### src/rtl/wb_line_pkg.sv
// Shared FSM encoding and beat-geometry constants for wb_line_splitter.
package wb_line_pkg;

   localparam logic [1:0] ST_IDLE = 2'd0;
   localparam logic [1:0] ST_BEAT = 2'd1;
   localparam logic [1:0] ST_DONE = 2'd2;

   localparam int DEF_LINE_WIDTH = 128;
   localparam int DEF_MEM_WIDTH  = 32;
   localparam int DEF_GRAN       = 8;

   localparam int BEATS     = DEF_LINE_WIDTH / DEF_MEM_WIDTH;
   localparam int MEM_BYTES = DEF_MEM_WIDTH / DEF_GRAN;

   function automatic int calc_beats(input int line_w, input int mem_w);
      return line_w / mem_w;
   endfunction

   function automatic int calc_mem_bytes(input int mem_w, input int gran);
      return mem_w / gran;
   endfunction

endpackage

### src/rtl/wb_line_splitter_beat_find.sv
// Priority search: lowest beat index >= cur_i whose byte-enable slice is nonzero.
module beat_find #(
   parameter int BEATS_N     = 4,
   parameter int MEM_BYTES_N = 4,
   parameter int IDX_W       = 2
) (
   input  logic [BEATS_N*MEM_BYTES_N-1:0] sel_i,
   input  logic [IDX_W:0]                 cur_i,
   output logic [IDX_W-1:0]               next_o,
   output logic                           none_o
);

   logic [BEATS_N-1:0] cand;

   generate
      for (genvar gi = 0; gi < BEATS_N; gi++) begin : g_cand
         assign cand[gi] = (|sel_i[gi*MEM_BYTES_N +: MEM_BYTES_N]) &&
                           ((IDX_W+1)'(gi) >= cur_i);
      end
   endgenerate

   always_comb begin
      next_o = '0;
      for (int i = BEATS_N - 1; i >= 0; i--) begin
         if (cand[i]) next_o = i[IDX_W-1:0];
      end
   end

   assign none_o = ~|cand;

endmodule

### src/rtl/wb_line_splitter.sv
// Splits one Wishbone line access into ascending MEM_WIDTH beats, skipping unselected beats.
// Optional beat timeout with wb_err_o is enabled by defining WB_LINE_SPLITTER_TIMEOUT_EN.
module wb_line_splitter
   import wb_line_pkg::*;
#(
   parameter int LINE_WIDTH       = DEF_LINE_WIDTH,
   parameter int ADDR_WIDTH       = 32,
   parameter int MEM_WIDTH        = DEF_MEM_WIDTH,
   parameter int ADDR_GRANULARITY = DEF_GRAN,
   parameter int TIMEOUT_CYCLES   = 255
) (
   input  logic                                   clk,
   input  logic                                   rst,
   input  logic [ADDR_WIDTH-1:0]                  wb_adr_i,
   input  logic [LINE_WIDTH-1:0]                  wb_dat_i,
   output logic [LINE_WIDTH-1:0]                  wb_dat_o,
   input  logic                                   wb_we_i,
   input  logic                                   wb_stb_i,
   input  logic                                   wb_cyc_i,
   input  logic [LINE_WIDTH/ADDR_GRANULARITY-1:0] wb_sel_i,
   output logic                                   wb_ack_o,
   output logic                                   wb_err_o,
   output logic                                   wb_rty_o,
   output logic [ADDR_WIDTH-1:0]                  mem_adr_o,
   output logic [MEM_WIDTH-1:0]                   mem_dat_o,
   input  logic [MEM_WIDTH-1:0]                   mem_dat_i,
   output logic [MEM_WIDTH/ADDR_GRANULARITY-1:0]  mem_sel_o,
   output logic                                   mem_we_o,
   output logic                                   mem_req_o,
   input  logic                                   mem_ack_i
);

   localparam int BEATS_P  = calc_beats(LINE_WIDTH, MEM_WIDTH);
   localparam int MB_P     = calc_mem_bytes(MEM_WIDTH, ADDR_GRANULARITY);
   localparam int SEL_W    = LINE_WIDTH / ADDR_GRANULARITY;
   localparam int IW       = $clog2(BEATS_P);
   localparam int MB_SHIFT = $clog2(MB_P);

   logic [1:0]            state_q, state_d;
   logic [IW-1:0]         beat_q, beat_d;
   logic [ADDR_WIDTH-1:0] adr_q;
   logic [LINE_WIDTH-1:0] dat_q;
   logic [SEL_W-1:0]      sel_q;
   logic                  we_q;
   logic [MEM_WIDTH-1:0]  buf_q [BEATS_P];

   logic [MB_P-1:0]       sel_slc [BEATS_P];
   logic [MEM_WIDTH-1:0]  dat_slc [BEATS_P];
   logic [LINE_WIDTH-1:0] buf_line;
   logic [MB_P-1:0]       cur_sel;
   logic [MEM_WIDTH-1:0]  rd_mask;

   logic                  in_beat, beat_ack, accept, tmo_hit;
   logic [SEL_W-1:0]      find_sel;
   logic [IW:0]           find_from;
   logic [IW-1:0]         find_idx;
   logic                  find_none;

   generate
      for (genvar gi = 0; gi < BEATS_P; gi++) begin : g_slice
         assign sel_slc[gi] = sel_q[gi*MB_P +: MB_P];
         assign dat_slc[gi] = dat_q[gi*MEM_WIDTH +: MEM_WIDTH];
         assign buf_line[gi*MEM_WIDTH +: MEM_WIDTH] = buf_q[gi];
      end
      for (genvar gi = 0; gi < MB_P; gi++) begin : g_mask
         assign rd_mask[gi*ADDR_GRANULARITY +: ADDR_GRANULARITY] = {ADDR_GRANULARITY{cur_sel[gi]}};
      end
   endgenerate

   assign cur_sel  = sel_slc[beat_q];
   assign in_beat  = (state_q == ST_BEAT);
   assign beat_ack = in_beat && mem_ack_i;
   assign accept   = (state_q == ST_IDLE) && wb_cyc_i && wb_stb_i;

   // In IDLE the search runs on the live byte enables from beat 0; in BEAT it
   // looks past the current beat in the latched enables.
   assign find_sel  = (state_q == ST_IDLE) ? wb_sel_i : sel_q;
   assign find_from = (state_q == ST_IDLE) ? '0 : ((IW+1)'(beat_q) + (IW+1)'(1));

   beat_find #(
      .BEATS_N     (BEATS_P),
      .MEM_BYTES_N (MB_P),
      .IDX_W       (IW)
   ) u_beat_find (
      .sel_i  (find_sel),
      .cur_i  (find_from),
      .next_o (find_idx),
      .none_o (find_none)
   );

`ifdef WB_LINE_SPLITTER_TIMEOUT_EN
   localparam int TW = $clog2(TIMEOUT_CYCLES + 1);

   logic [TW-1:0] tmo_q, tmo_d;
   logic          err_q;

   assign tmo_hit = in_beat && !mem_ack_i && (tmo_q == TW'(TIMEOUT_CYCLES - 1));

   always_comb begin
      tmo_d = tmo_q + TW'(1);
      if (!in_beat || mem_ack_i || tmo_hit) tmo_d = '0;
   end

   // err_q marks a DONE cycle that was entered through a timeout.
   always_ff @(posedge clk or posedge rst) begin
      if (rst) begin
         tmo_q <= '0;
         err_q <= 1'b0;
      end else begin
         tmo_q <= tmo_d;
         err_q <= tmo_hit;
      end
   end

   assign wb_err_o = (state_q == ST_DONE) && err_q;
`else
   assign tmo_hit  = 1'b0;
   assign wb_err_o = 1'b0;
`endif

   always_comb begin
      state_d = state_q;
      beat_d  = beat_q;
      case (state_q)
         ST_IDLE: begin
            if (accept) begin
               if (find_none) begin
                  state_d = ST_DONE;
               end else begin
                  state_d = ST_BEAT;
                  beat_d  = find_idx;
               end
            end
         end
         ST_BEAT: begin
            if (beat_ack) begin
               if (!wb_cyc_i)      state_d = ST_IDLE;
               else if (find_none) state_d = ST_DONE;
               else                beat_d  = find_idx;
            end else if (tmo_hit) begin
               state_d = ST_DONE;
            end
         end
         ST_DONE: state_d = ST_IDLE;
         default: state_d = ST_IDLE;
      endcase
   end

   always_ff @(posedge clk or posedge rst) begin
      if (rst) begin
         state_q <= ST_IDLE;
         beat_q  <= '0;
         adr_q   <= '0;
         dat_q   <= '0;
         sel_q   <= '0;
         we_q    <= 1'b0;
         for (int i = 0; i < BEATS_P; i++) buf_q[i] <= '0;
      end else begin
         state_q <= state_d;
         beat_q  <= beat_d;
         if (accept) begin
            adr_q <= wb_adr_i;
            dat_q <= wb_dat_i;
            sel_q <= wb_sel_i;
            we_q  <= wb_we_i;
            for (int i = 0; i < BEATS_P; i++) buf_q[i] <= '0;
         end else if (beat_ack && !we_q) begin
            buf_q[beat_q] <= mem_dat_i & rd_mask;
         end
      end
   end

   assign wb_ack_o  = (state_q == ST_DONE) && !wb_err_o;
   assign wb_dat_o  = (wb_ack_o && !we_q) ? buf_line : '0;
   assign wb_rty_o  = 1'b0;

   assign mem_req_o = in_beat;
   assign mem_we_o  = in_beat && we_q;
   assign mem_adr_o = in_beat ? (adr_q + (ADDR_WIDTH'(beat_q) << MB_SHIFT)) : '0;
   assign mem_sel_o = in_beat ? cur_sel : '0;
   assign mem_dat_o = in_beat ? dat_slc[beat_q] : '0;

endmodule

### config.mk
export PLATFORM = sky130hd
export DESIGN_NAME = wb_line_splitter
export DESIGN_NICKNAME = d
export VERILOG_FILES = /design/src/rtl/wb_line_pkg.sv /design/src/rtl/wb_line_splitter_beat_find.sv /design/src/rtl/wb_line_splitter.sv
export SDC_FILE = /design/constraint.sdc
export NUM_CORES = 1
export LEC_CHECK = 0
export ABC_AREA = 1
export CAP_MARGIN = 20
export CORE_ASPECT_RATIO = 0.75
export CORE_UTILIZATION = 48
export DETAILED_ROUTE_END_ITERATION = 8
export HOLD_SLACK_MARGIN = 0.15
export PLACE_DENSITY = 0.9
export SLEW_MARGIN = 40
export SYNTH_ARGS = -nofsm -noshare
export SYNTH_HDL_FRONTEND = slang
export SYNTH_SLANG_ARGS = --single-unit
### constraint.sdc
create_clock -name clk -period 14.7 [get_ports clk]
set_clock_uncertainty 0.2 [all_clocks]
set_input_delay 2.94 -clock clk [delete_from_list [all_inputs] [get_ports clk]]
set_output_delay 2.94 -clock clk [all_outputs]
set_load 0.01 [all_outputs]
==> impl_metrics.json, run 1 <==
{
  "post-route-period-util_pct": 47.6,
  "ys_types": 33,
  "irDropWorstVdd_mv": 0.107,
  "start_kind": "flop",
  "dieWidth_um": 203,
  "syn_area_um2": 14600,
  "rr_worst_depth": 7,
  "drive_gt1_share_pct": 4.35,
  "track_usage_pct": 31.2,
  "grt_pass1_vias": 14100,
  "final_core_util_pct": 68.5,
  "tightest_slew_ns": 0.824,
  "critPathCaptureType": "output port",
  "io_pins": 415,
  "tns_ns": 0,
  "p_seq_share_pct": 37.3,
  "syn_to_final_growth_pct": 38.2,
  "maxCapViolations": 0,
  "antenna_found_initial": 11,
  "rows": 54,
  "gp_congestion": 0.920,
  "powerDensity_nw_per_um2": 184,
  "crit_end": "mem_adr_o[26]",
  "ys.warnings.count": 0,
  "power_leakage_nw": 8.96,
  "drc": 0,
  "power_mw": 3.71,
  "cts_sinks": 309,
  "cts_setup_buffers": 0,
  "place.detailed.hpwl_mm": 33.2,
  "period_needed_ns": 6.99,
  "synthTopCellsByArea": "dfrtp_1, nand2_1, nor2_1",
  "rrSetupSlack_ns": 11.57,
  "cts_tree": "yes",
  "grt_max_degree": 148,
  "cts_resized": 0,
  "setup_viol": 0,
  "htreeDepth": 2,
  "vias": 14600,
  "fin_area_um2": 20200,
  "synth_area_per_cell_um2": 7.82,
  "cp_max_fo": 43,
  "coreArea_um2": 29500,
  "cts_buffer_depth": 3,
  "grt_pass1_wl_mm": 76.5,
  "setup.worst_path.class": "reg -> out",
  "portBuffers": 412,
  "die_h_um": 153,
  "drv_slew": 0,
  "combPwrFrac_pct": 37.8,
  "swShare_pct": 37.9,
  "hold_viol_final": 0,
  "r2r-end": "buf_line[41]$_DFFE_PP0P_",
  "synthCells": 1867,
  "vias_per_cell": 5.49,
  "wl_mm": 48.9,
  "wire_per_inst_um": 18.4,
  "min_path_type": "reg -> reg",
  "drtIter0Drc": 1242,
  "netSwitchingPower_mw": 1.40,
  "die_area_um2": 31100,
  "clkTransAtPathRegs_ns": 0.07,
  "yosysSeqAreaShare_pct": 53.0,
  "arrival_ns": 3.85,
  "status": "complete, no violations",
  "cts_made_buffers": 34,
  "yosysTopAreaCell": "dfrtp_1",
  "overflow": 0,
  "start_util_pct": 49.6,
  "clkPwrFrac_pct": 24.8,
  "ant_nets": 0,
  "whs_ns": 0.268,
  "max-slew-margin-rel_pct": 45.0,
  "synth-seq-cells": 309,
  "worstPathRequired_ns": 11.56,
  "post_dp_cell_area_um2": 18900,
  "grt_setup_unrepaired": "no",
  "cts_hold_buf": 0,
  "cts-root-buf": "clkbuf_16",
  "nets": 2446,
  "drt-pass1-iter-count": 6,
  "clock_latency_ns": 0.51,
  "reg2reg_from": "beat_q[0]$_DFFE_PP0P_",
  "synth_top_area_share_pct": 53.0,
  "cellInternalPower_mw": 2.30,
  "fmax_ghz": 0.143,
  "setup.worst_path.start": "beat_q[1]$_DFFE_PP0P_"
}
critical path, cell delays in order (launching register included):
cell and delay, ns:
dfrtp_4 0.78, inv_4 0.36, fa_1 0.57, nor2_1 0.21
nand3_1 0.17, nor2_4 0.19, nand2_2 0.11, nor2_4 0.12
nand3_1 0.08, a21oi_1 0.17, clkdlybuf4s50_1 0.58
power groups by stage:
| stage | sequential, mW | clock [mW] | combinational (mW) |
|---|---|---|---|
| after floorplan | 1.32 | 0 | 0.875 |
| after global placement | 1.37 | 0 | 1.33 |
| after detailed placement | 1.39 | 0 | 1.37 |
| after CTS | 1.38 | 0.933 | 1.39 |
| after global routing | 1.42 | 0.963 | 1.55 |
| final | 1.38 | 0.919 | 1.40 |
cells in the final DEF (no fill, tap or decap), drive strengths merged, types with 3 or more instances in the layout:
master and count:
clkinv 6, nand2 559, bufinv 5, buf 19, nand3 24, clkdlybuf4s50 412
xor2 4, clkbuf 47, a32oi 4, clkinvlp 4, o22ai 129, diode 11
a21oi 83, nor3 15, a211oi 3, inv 211, ha 6, o21ai 125
nor2 275, dfrtp 309
through the flow:
step                      setup WS (ns)  std cells
after detailed placement           7.95       2580
after CTS                          7.39       2642
after global routing               7.50       2653
final                              7.71       2654
after global placement             7.81       2578
after floorplan                    3.02       1868
logic make-up (layout without fill, tap and decap cells):
group / count (synthesis) / count (layout) / synth area share (%)
DFF: 309 / 309 / 53.0
AOI/OAI and AO/OA: 346 / 346 / 13.7
buffers and inverters: 321 / 704 / 9.08
other: 1 / 13 / 0.0257
adders and majority gates: 7 / 7 / 0.651
xor gates and xnor gates: 6 / 6 / 0.360
and+or+nand+nor: 877 / 877 / 23.2
area by class of cell:
| cell class | instances | area (um2) |
|---|---|---|
| diodes | 11 | 27.5 |
| clock buffers | 47 | 1000 |
| clock inverters | 15 | 214 |
| fillers | 2243 | 9280 |
| inverters | 211 | 810 |
| multi-input cells | 1238 | 5550 |
| flip-flops and latches | 309 | 7740 |
| well taps | 392 | 490 |
| repair buffers | 431 | 4340 |
per-layer routing:
layer	wire length, um	global-route usage (%)	part of all wire [%]	up-vias
li1	-	-	-	6626
met1	18900	40.2	39	6938
met2	23600	51.2	48	871
met3	4490	6.52	9.2	123
met4	1860	13.2	3.8	2
met5	12	0	0.025	-
state kept, by name (all words and copies together) (netlist names):
name	flops
we_q	1
dat_q	128
state_q	2
sel_q	16
adr_q	32
beat_q	2
buf_line	128
synthesized netlist by cell type:
master and instances:
nor3_1 15, nor2_1 269, and3_1 1, conb_1 1
nand3_2 1, ha_1 6, xor2_1 4, dfrtp_1 309
buf_6 1, xnor2_1 2, o2111ai_1 1, nand3b_1 1
buf_2 61, fa_1 1, nor4_1 1, buf_4 10
clkbuf_1 36, nor2_2 3, nand2_1 556, a211oi_1 3
inv_2 4, a32oi_4 4, o21ai_1 3, o22ai_1 129
nand3_1 23, nand2_2 3, nand4_1 1, inv_1 207
buf_1 2, a21oi_1 83, nor2_4 3, o21ai_0 122
o21a_1 1
worst min path at each step:
stage | cells past startpoint | endpoint | from | slack, ns
2_1_floorplan | 2 | dat_q[100]$_DFFE_PP0P_ | dat_q[100]$_DFFE_PP0P_ | 0.24
5_1_grt | 2 | dat_q[50]$_DFFE_PP0P_ | dat_q[50]$_DFFE_PP0P_ | 0.29
3_5_place_dp | 2 | dat_q[2]$_DFFE_PP0P_ | dat_q[2]$_DFFE_PP0P_ | 0.25
6_report | 2 | dat_q[118]$_DFFE_PP0P_ | dat_q[118]$_DFFE_PP0P_ | 0.27
3_3_place_gp | 2 | dat_q[56]$_DFFE_PP0P_ | dat_q[56]$_DFFE_PP0P_ | 0.25
4_1_cts | 2 | dat_q[118]$_DFFE_PP0P_ | dat_q[118]$_DFFE_PP0P_ | 0.27
No activity file was read; power rests on OpenSTA's default activity.
==> run 2, diff against run 1 <==
--- a/config.mk
+++ b/config.mk
@@ -8,10 +8,10 @@
 export ABC_AREA = 1
 export CAP_MARGIN = 20
 export CORE_ASPECT_RATIO = 0.75
-export CORE_UTILIZATION = 48
+export CORE_UTILIZATION = 44
 export DETAILED_ROUTE_END_ITERATION = 8
 export HOLD_SLACK_MARGIN = 0.15
-export PLACE_DENSITY = 0.9
+export PLACE_DENSITY = 0.88
 export SLEW_MARGIN = 40
 export SYNTH_ARGS = -nofsm -noshare
 export SYNTH_HDL_FRONTEND = slang
==> constraint.sdc (replaced) <==
create_clock -name clk -period 6.3 [get_ports clk]
set_clock_uncertainty 0.2 [all_clocks]
set_input_delay 1.26 -clock clk [delete_from_list [all_inputs] [get_ports clk]]
set_output_delay 1.26 -clock clk [all_outputs]
set_load 0.01 [all_outputs]
==> impl_metrics.json, run 2 (same netlist as run 1, synthesis figures left out) <==
{
  "cts-root-buf": "clkbuf_16",
  "grt_pass1_vias": 14000,
  "wl_met3_mm": 4.28,
  "drive_gt1_share_pct": 4.10,
  "overflow": 0,
  "status": "complete, no violations",
  "hold_viol_final": 0,
  "post-route-period-util_pct": 79.7,
  "worst-path-buf-inv": 4,
  "layout_common_cells": "nand2_1, clkdlybuf4s50_1, dfrtp_1",
  "clock_latency_ns": 0.57,
  "period_needed_ns": 5.02,
  "wl_met2_mm": 22.9,
  "cts_resized": 0,
  "register_area_um2": 7730,
  "coreArea_um2": 32500,
  "gp_congestion": 0.953,
  "io_pins": 415,
  "wire_per_inst_um": 18.1,
  "grt_max_degree": 230,
  "powerDensity_nw_per_um2": 413,
  "wl_mm": 48.6,
  "worstPathRequired_ns": 4.84,
  "start_util_pct": 44.9,
  "rows": 57,
  "crit_chain": "buf_4 > inv_2 > buf_4 > a21oi_1 > o21ai_0 > a21oi_1 > clkdlybuf4s50_1",
  "htreeDepth": 1,
  "swShare_pct": 39.1,
  "die_h_um": 160,
  "cts_made_buffers": 31,
  "p_seq_share_pct": 39.2,
  "vias_per_cell": 5.33,
  "fmax_ghz": 0.199,
  "drt-pass1-iter-count": 6,
  "cp_max_fo": 68,
  "min_path_type": "reg -> reg",
  "power_mw": 8.24,
  "nets": 2445,
  "combPwrFrac_pct": 39.6,
  "syn_to_final_growth_pct": 36.7,
  "netSwitchingPower_mw": 3.22,
  "clkTransAtPathRegs_ns": 0.06,
  "arrival_ns": 3.56,
  "multi_input_area_um2": 5550,
  "max-slew-margin-rel_pct": 43.7,
  "track_usage_pct": 28.4,
  "final_core_util_pct": 61.4,
  "drc": 0,
  "tns_ns": 0,
  "critPathCaptureType": "output port",
  "cp_slowest_cell": "clkdlybuf4s50_1",
  "whs_ns": 0.264,
  "place.detailed.hpwl_mm": 33.5,
  "critPathMaxStageDelay_ns": 0.60,
  "cts_buffer_depth": 3,
  "start_kind": "flop",
  "antenna_found_initial": 4,
  "top_layer_used": "met4",
  "cts_hold_buf": 0,
  "drtIter0Drc": 1606,
  "clkPwrFrac_pct": 21.3,
  "dieWidth_um": 212,
  "path_delay_family": "buffers and inverters",
  "cts_tree": "yes",
  "ant_nets": 0,
  "drt-met1-wl_mm": 19.8,
  "cellInternalPower_mw": 5.02,
  "setup.worst_path.class": "reg -> out",
  "grt_setup_unrepaired": "no",
  "power_leakage_nw": 8.85,
  "drv_slew": 0,
  "cts_sinks": 309,
  "maxCapViolations": 0,
  "die_area_um2": 33900,
  "setup_viol": 0,
  "portBuffers": 412,
  "vias": 14300,
  "irDropWorstVdd_mv": 0.235,
  "grt_pass1_wl_mm": 75.8,
  "fillers": 2749,
  "cts_setup_buffers": 0,
  "tightest_slew_ns": 0.844,
  "layout_commonest_cell": "nand2_1"
}
==> run 2: cell count changes in the layout (fill, tap and decap cells not counted), sizes merged <==
cell	previous run	this run
clkinv	6	8
clkinvlp	4	2
inv	211	212
diode	11	4
bufinv	5	0
clkbuf	47	40
buf	19	21
==> run 2: tightest hold or removal path, delay by kind of cell (launching register included) <==
kind	cells	cell delay, ns
and+or+nand+nor	2	0.10
DFF	1	0.34
==> run 2: final timing paths <==
| kind | depth (start not counted) | start | to | slack, ns |
|---|---|---|---|---|
| min in group asynchronous | 3 | rst | adr_q[0]$_DFFE_PP0P_ | 0.99 |
| worst min-delay path | 2 | dat_q[102]$_DFFE_PP0P_ | dat_q[102]$_DFFE_PP0P_ | 0.26 |
| worst max register to register | 8 | beat_q[0]$_DFFE_PP0P_ | buf_line[68]$_DFFE_PP0P_ | 2.95 |
| max in group asynchronous | 4 | rst | dat_q[48]$_DFFE_PP0P_ | 4.07 |
| worst max-delay path | 7 | beat_q[0]$_DFFE_PP0P_ | mem_dat_o[26] | 1.28 |
| worst min register to register | 2 | dat_q[102]$_DFFE_PP0P_ | dat_q[102]$_DFFE_PP0P_ | 0.26 |
==> run 2: layer usage <==
layer  global-route usage [%]  vias up
met5                        0        -
met4                     9.29        0
met3                     5.76      113
met2                     46.7      745
met1                     37.7     6862
li1                         -     6603
==> run 2: power by group through the flow <==
stage	logic (mW)	clock network, mW	registers [mW]
after floorplan	2.04	0	3.09
after global placement	3.13	0	3.21
after detailed placement	3.23	0	3.24
after CTS	3.26	1.78	3.22
after global routing	3.61	1.87	3.30
final	3.26	1.75	3.23
==> run 2: area by class of cell <==
class / count / share of cell area [%]
clock buffer: 40 / 4.36
tap: 442 / 2.77
inverter: 211 / 4.00
antenna: 4 / 0.0501
multi-input combinational: 1238 / 27.8
timing repair buffer: 433 / 21.9
sequential: 309 / 38.7
clock inverter: 11 / 0.364
==> run 2: through the flow <==
stage | worst slack (ns) | cells | instance area [um2]
6_report | 1.28 | 2688 | 20000
5_1_grt | 1.07 | 2688 | 20000
4_1_cts | 1.22 | 2683 | 19900
3_5_place_dp | 1.93 | 2632 | 19000
3_3_place_gp | 1.98 | 2630 | 18900
2_1_floorplan | 0.727 | 1868 | 14600
==> run 3, diff against run 2 <==
--- a/config.mk
+++ b/config.mk
@@ -8,10 +8,10 @@
 export ABC_AREA = 1
 export CAP_MARGIN = 20
 export CORE_ASPECT_RATIO = 0.75
-export CORE_UTILIZATION = 44
+export CORE_UTILIZATION = 48
 export DETAILED_ROUTE_END_ITERATION = 8
 export HOLD_SLACK_MARGIN = 0.15
-export PLACE_DENSITY = 0.88
+export PLACE_DENSITY = 0.9
 export SLEW_MARGIN = 40
 export SYNTH_ARGS = -nofsm -noshare
 export SYNTH_HDL_FRONTEND = slang
==> constraint.sdc (replaced) <==
create_clock -name clk -period 4.8 [get_ports clk]
set_clock_uncertainty 0.2 [all_clocks]
set_input_delay 0.96 -clock clk [delete_from_list [all_inputs] [get_ports clk]]
set_output_delay 0.96 -clock clk [all_outputs]
set_load 0.01 [all_outputs]
==> impl_metrics.json, run 3 (same netlist as run 1, synthesis figures left out) <==
{
  "worst-path-buf-inv": 2,
  "drt-pass1-iter-count": 5,
  "critPathCaptureType": "output port",
  "dieWidth_um": 203,
  "clock_latency_ns": 0.57,
  "cts_resized": 0,
  "vias_per_cell": 5.49,
  "gr-usage-met2_pct": 50.9,
  "gp_congestion": 0.958,
  "multi_input_area_um2": 5550,
  "portBuffers": 412,
  "max-slew-margin-rel_pct": 45.8,
  "clkTransAtPathRegs_ns": 0.06,
  "rows": 54,
  "layout_commonest_cell": "nand2_1",
  "cts_hold_buf": 0,
  "wl_mm": 48.7,
  "netSwitchingPower_mw": 4.26,
  "drc": 0,
  "stdcell_count": 2651,
  "setup_viol": 0,
  "track_usage_pct": 30.8,
  "cp_slowest_cell": "clkdlybuf4s50_1",
  "grt_max_degree": 230,
  "tns_ns": 0,
  "dp_cells": 2585,
  "clkPwrFrac_pct": 21.7,
  "powerDensity_nw_per_um2": 547,
  "swShare_pct": 39.0,
  "irDropWorstVdd_mv": 0.338,
  "coreArea_um2": 29500,
  "wire_per_inst_um": 18.4,
  "nets": 2449,
  "tightest_slew_ns": 0.814,
  "die_h_um": 153,
  "p_seq_share_pct": 38.5,
  "status": "complete, no violations",
  "cts_buffer_depth": 3,
  "htreeDepth": 1,
  "critPathMaxStageDelay_ns": 0.55,
  "grt_pass1_wl_mm": 75.8,
  "overflow": 0,
  "grt_util_met3_pct": 5.84,
  "place.detailed.hpwl_mm": 33.3,
  "power_mw": 10.9,
  "grt_setup_unrepaired": "no",
  "use_met1_pct": 39.9,
  "cts_made_buffers": 31,
  "hold_viol_final": 0,
  "power_leakage_nw": 8.89,
  "die_area_um2": 31100,
  "min_path_type": "reg -> reg",
  "drv_slew": 0,
  "cp_max_fo": 5,
  "setup.worst_path.class": "reg -> out",
  "drtIter0Drc": 1095,
  "top_usage_layer": "met2",
  "crit_chain": "ha_1 > inv_1 > fa_1 > nor2_1 > nand3_1 > nor2_4 > nand2_2 > nor2_4 > nand3_1 > a21oi_1 > clkdlybuf4s50_1",
  "cts_setup_buffers": 0,
  "antenna_found_initial": 7,
  "start_util_pct": 49.6,
  "path_delay_family": "simple AND/OR/NAND/NOR gates",
  "final_core_util_pct": 67.9,
  "ant_nets": 0,
  "drive_gt1_share_pct": 4.22,
  "worstPathRequired_ns": 3.64,
  "grt_pass1_vias": 14200,
  "fillers": 2346,
  "vias": 14600,
  "fmax_ghz": 0.231,
  "cts_tree": "yes",
  "syn_to_final_growth_pct": 36.9,
  "layout_common_cells": "nand2_1, clkdlybuf4s50_1, dfrtp_1",
  "cts_sinks": 309,
  "post-route-period-util_pct": 90.2,
  "period_needed_ns": 4.33,
  "cellInternalPower_mw": 6.68,
  "start_kind": "flop",
  "arrival_ns": 3.17,
  "maxCapViolations": 0,
  "register_area_um2": 7730,
  "cts-root-buf": "clkbuf_16",
  "io_pins": 415,
  "combPwrFrac_pct": 39.8
}
==> run 3: cell types whose count changed in the layout (fill, tap and decap cells not counted) <==
| cell | previous run | this run |
|---|---|---|
| clkinvlp_4 | 2 | 1 |
| buf_16 | 2 | 1 |
| clkbuf_1 | 3 | 9 |
| clkinv_4 | 2 | 1 |
| diode_2 | 4 | 8 |
| buf_12 | 4 | 6 |
| bufinv_16 | 0 | 1 |
| clkinv_2 | 6 | 5 |
| buf_4 | 15 | 18 |
| clkbuf_8 | 6 | 7 |
==> run 3: power groups by stage <==
stage	Combinational (mW)	Sequential, mW	Clock (mW)
after floorplan	2.68	4.06	0
after CTS	4.31	4.20	2.41
after global placement	4.12	4.17	0
final	4.35	4.22	2.37
after global routing	4.77	4.32	2.50
after detailed placement	4.25	4.22	0
==> run 3: metal layers <==
metal / vias to the layer above / part of all wire [%]
met2: 845 / 48
li1: 6620 / -
met5: - / 0
met4: 0 / 3.9
met3: 132 / 9.3
met1: 6969 / 39
==> run 3: area by class of cell <==
class,count,area share [%]
Timing Repair Buffer,437,22.0
Clock inverter,9,0.407
Sequential cell,309,38.7
Tap cell,392,2.45
Clock buffer,47,4.53
Inverter,211,3.99
Antenna cell,8,0.100
Multi-Input combinational cell,1238,27.8
==> run 3: path summary, 6_finish.rpt <==
check | start | end | slack [ns] | cells past startpoint
setup / recovery | beat_q[0]$_DFFE_PP0P_ | mem_adr_o[26] | 0.47 | 11
hold reg to reg | dat_q[101]$_DFFE_PP0P_ | dat_q[101]$_DFFE_PP0P_ | 0.27 | 2
min in group asynchronous | rst | buf_line[35]$_DFFE_PP0P_ | 0.67 | 2
max in group asynchronous | rst | dat_q[91]$_DFFE_PP0P_ | 2.61 | 3
hold / removal | dat_q[101]$_DFFE_PP0P_ | dat_q[101]$_DFFE_PP0P_ | 0.27 | 2
setup reg to reg | beat_q[1]$_DFFE_PP0P_ | buf_line[4]$_DFFE_PP0P_ | 1.96 | 8
==> run 3: per-stage QoR <==
step | instance area, um2 | setup slack [ns] | hold WS, ns
after floorplan | 14600 | -0.473 | 0.237
after global placement | 18900 | 1.10 | 0.248
after detailed placement | 18900 | 1.08 | 0.253
after CTS | 19900 | 0.459 | 0.269
after global routing | 20000 | 0.233 | 0.286
final | 20000 | 0.471 | 0.267
==> run 3: worst reg2reg max path, delay by kind of cell (launching register included) <==
family,cells,cell delay [ns]
AO/OA/AOI/OAI,1,0.16
AND/OR/NAND/NOR,2,0.43
flip-flops,1,0.42
adder cells (fa/ha/maj),1,0.29
buffers and inverters,4,1.18
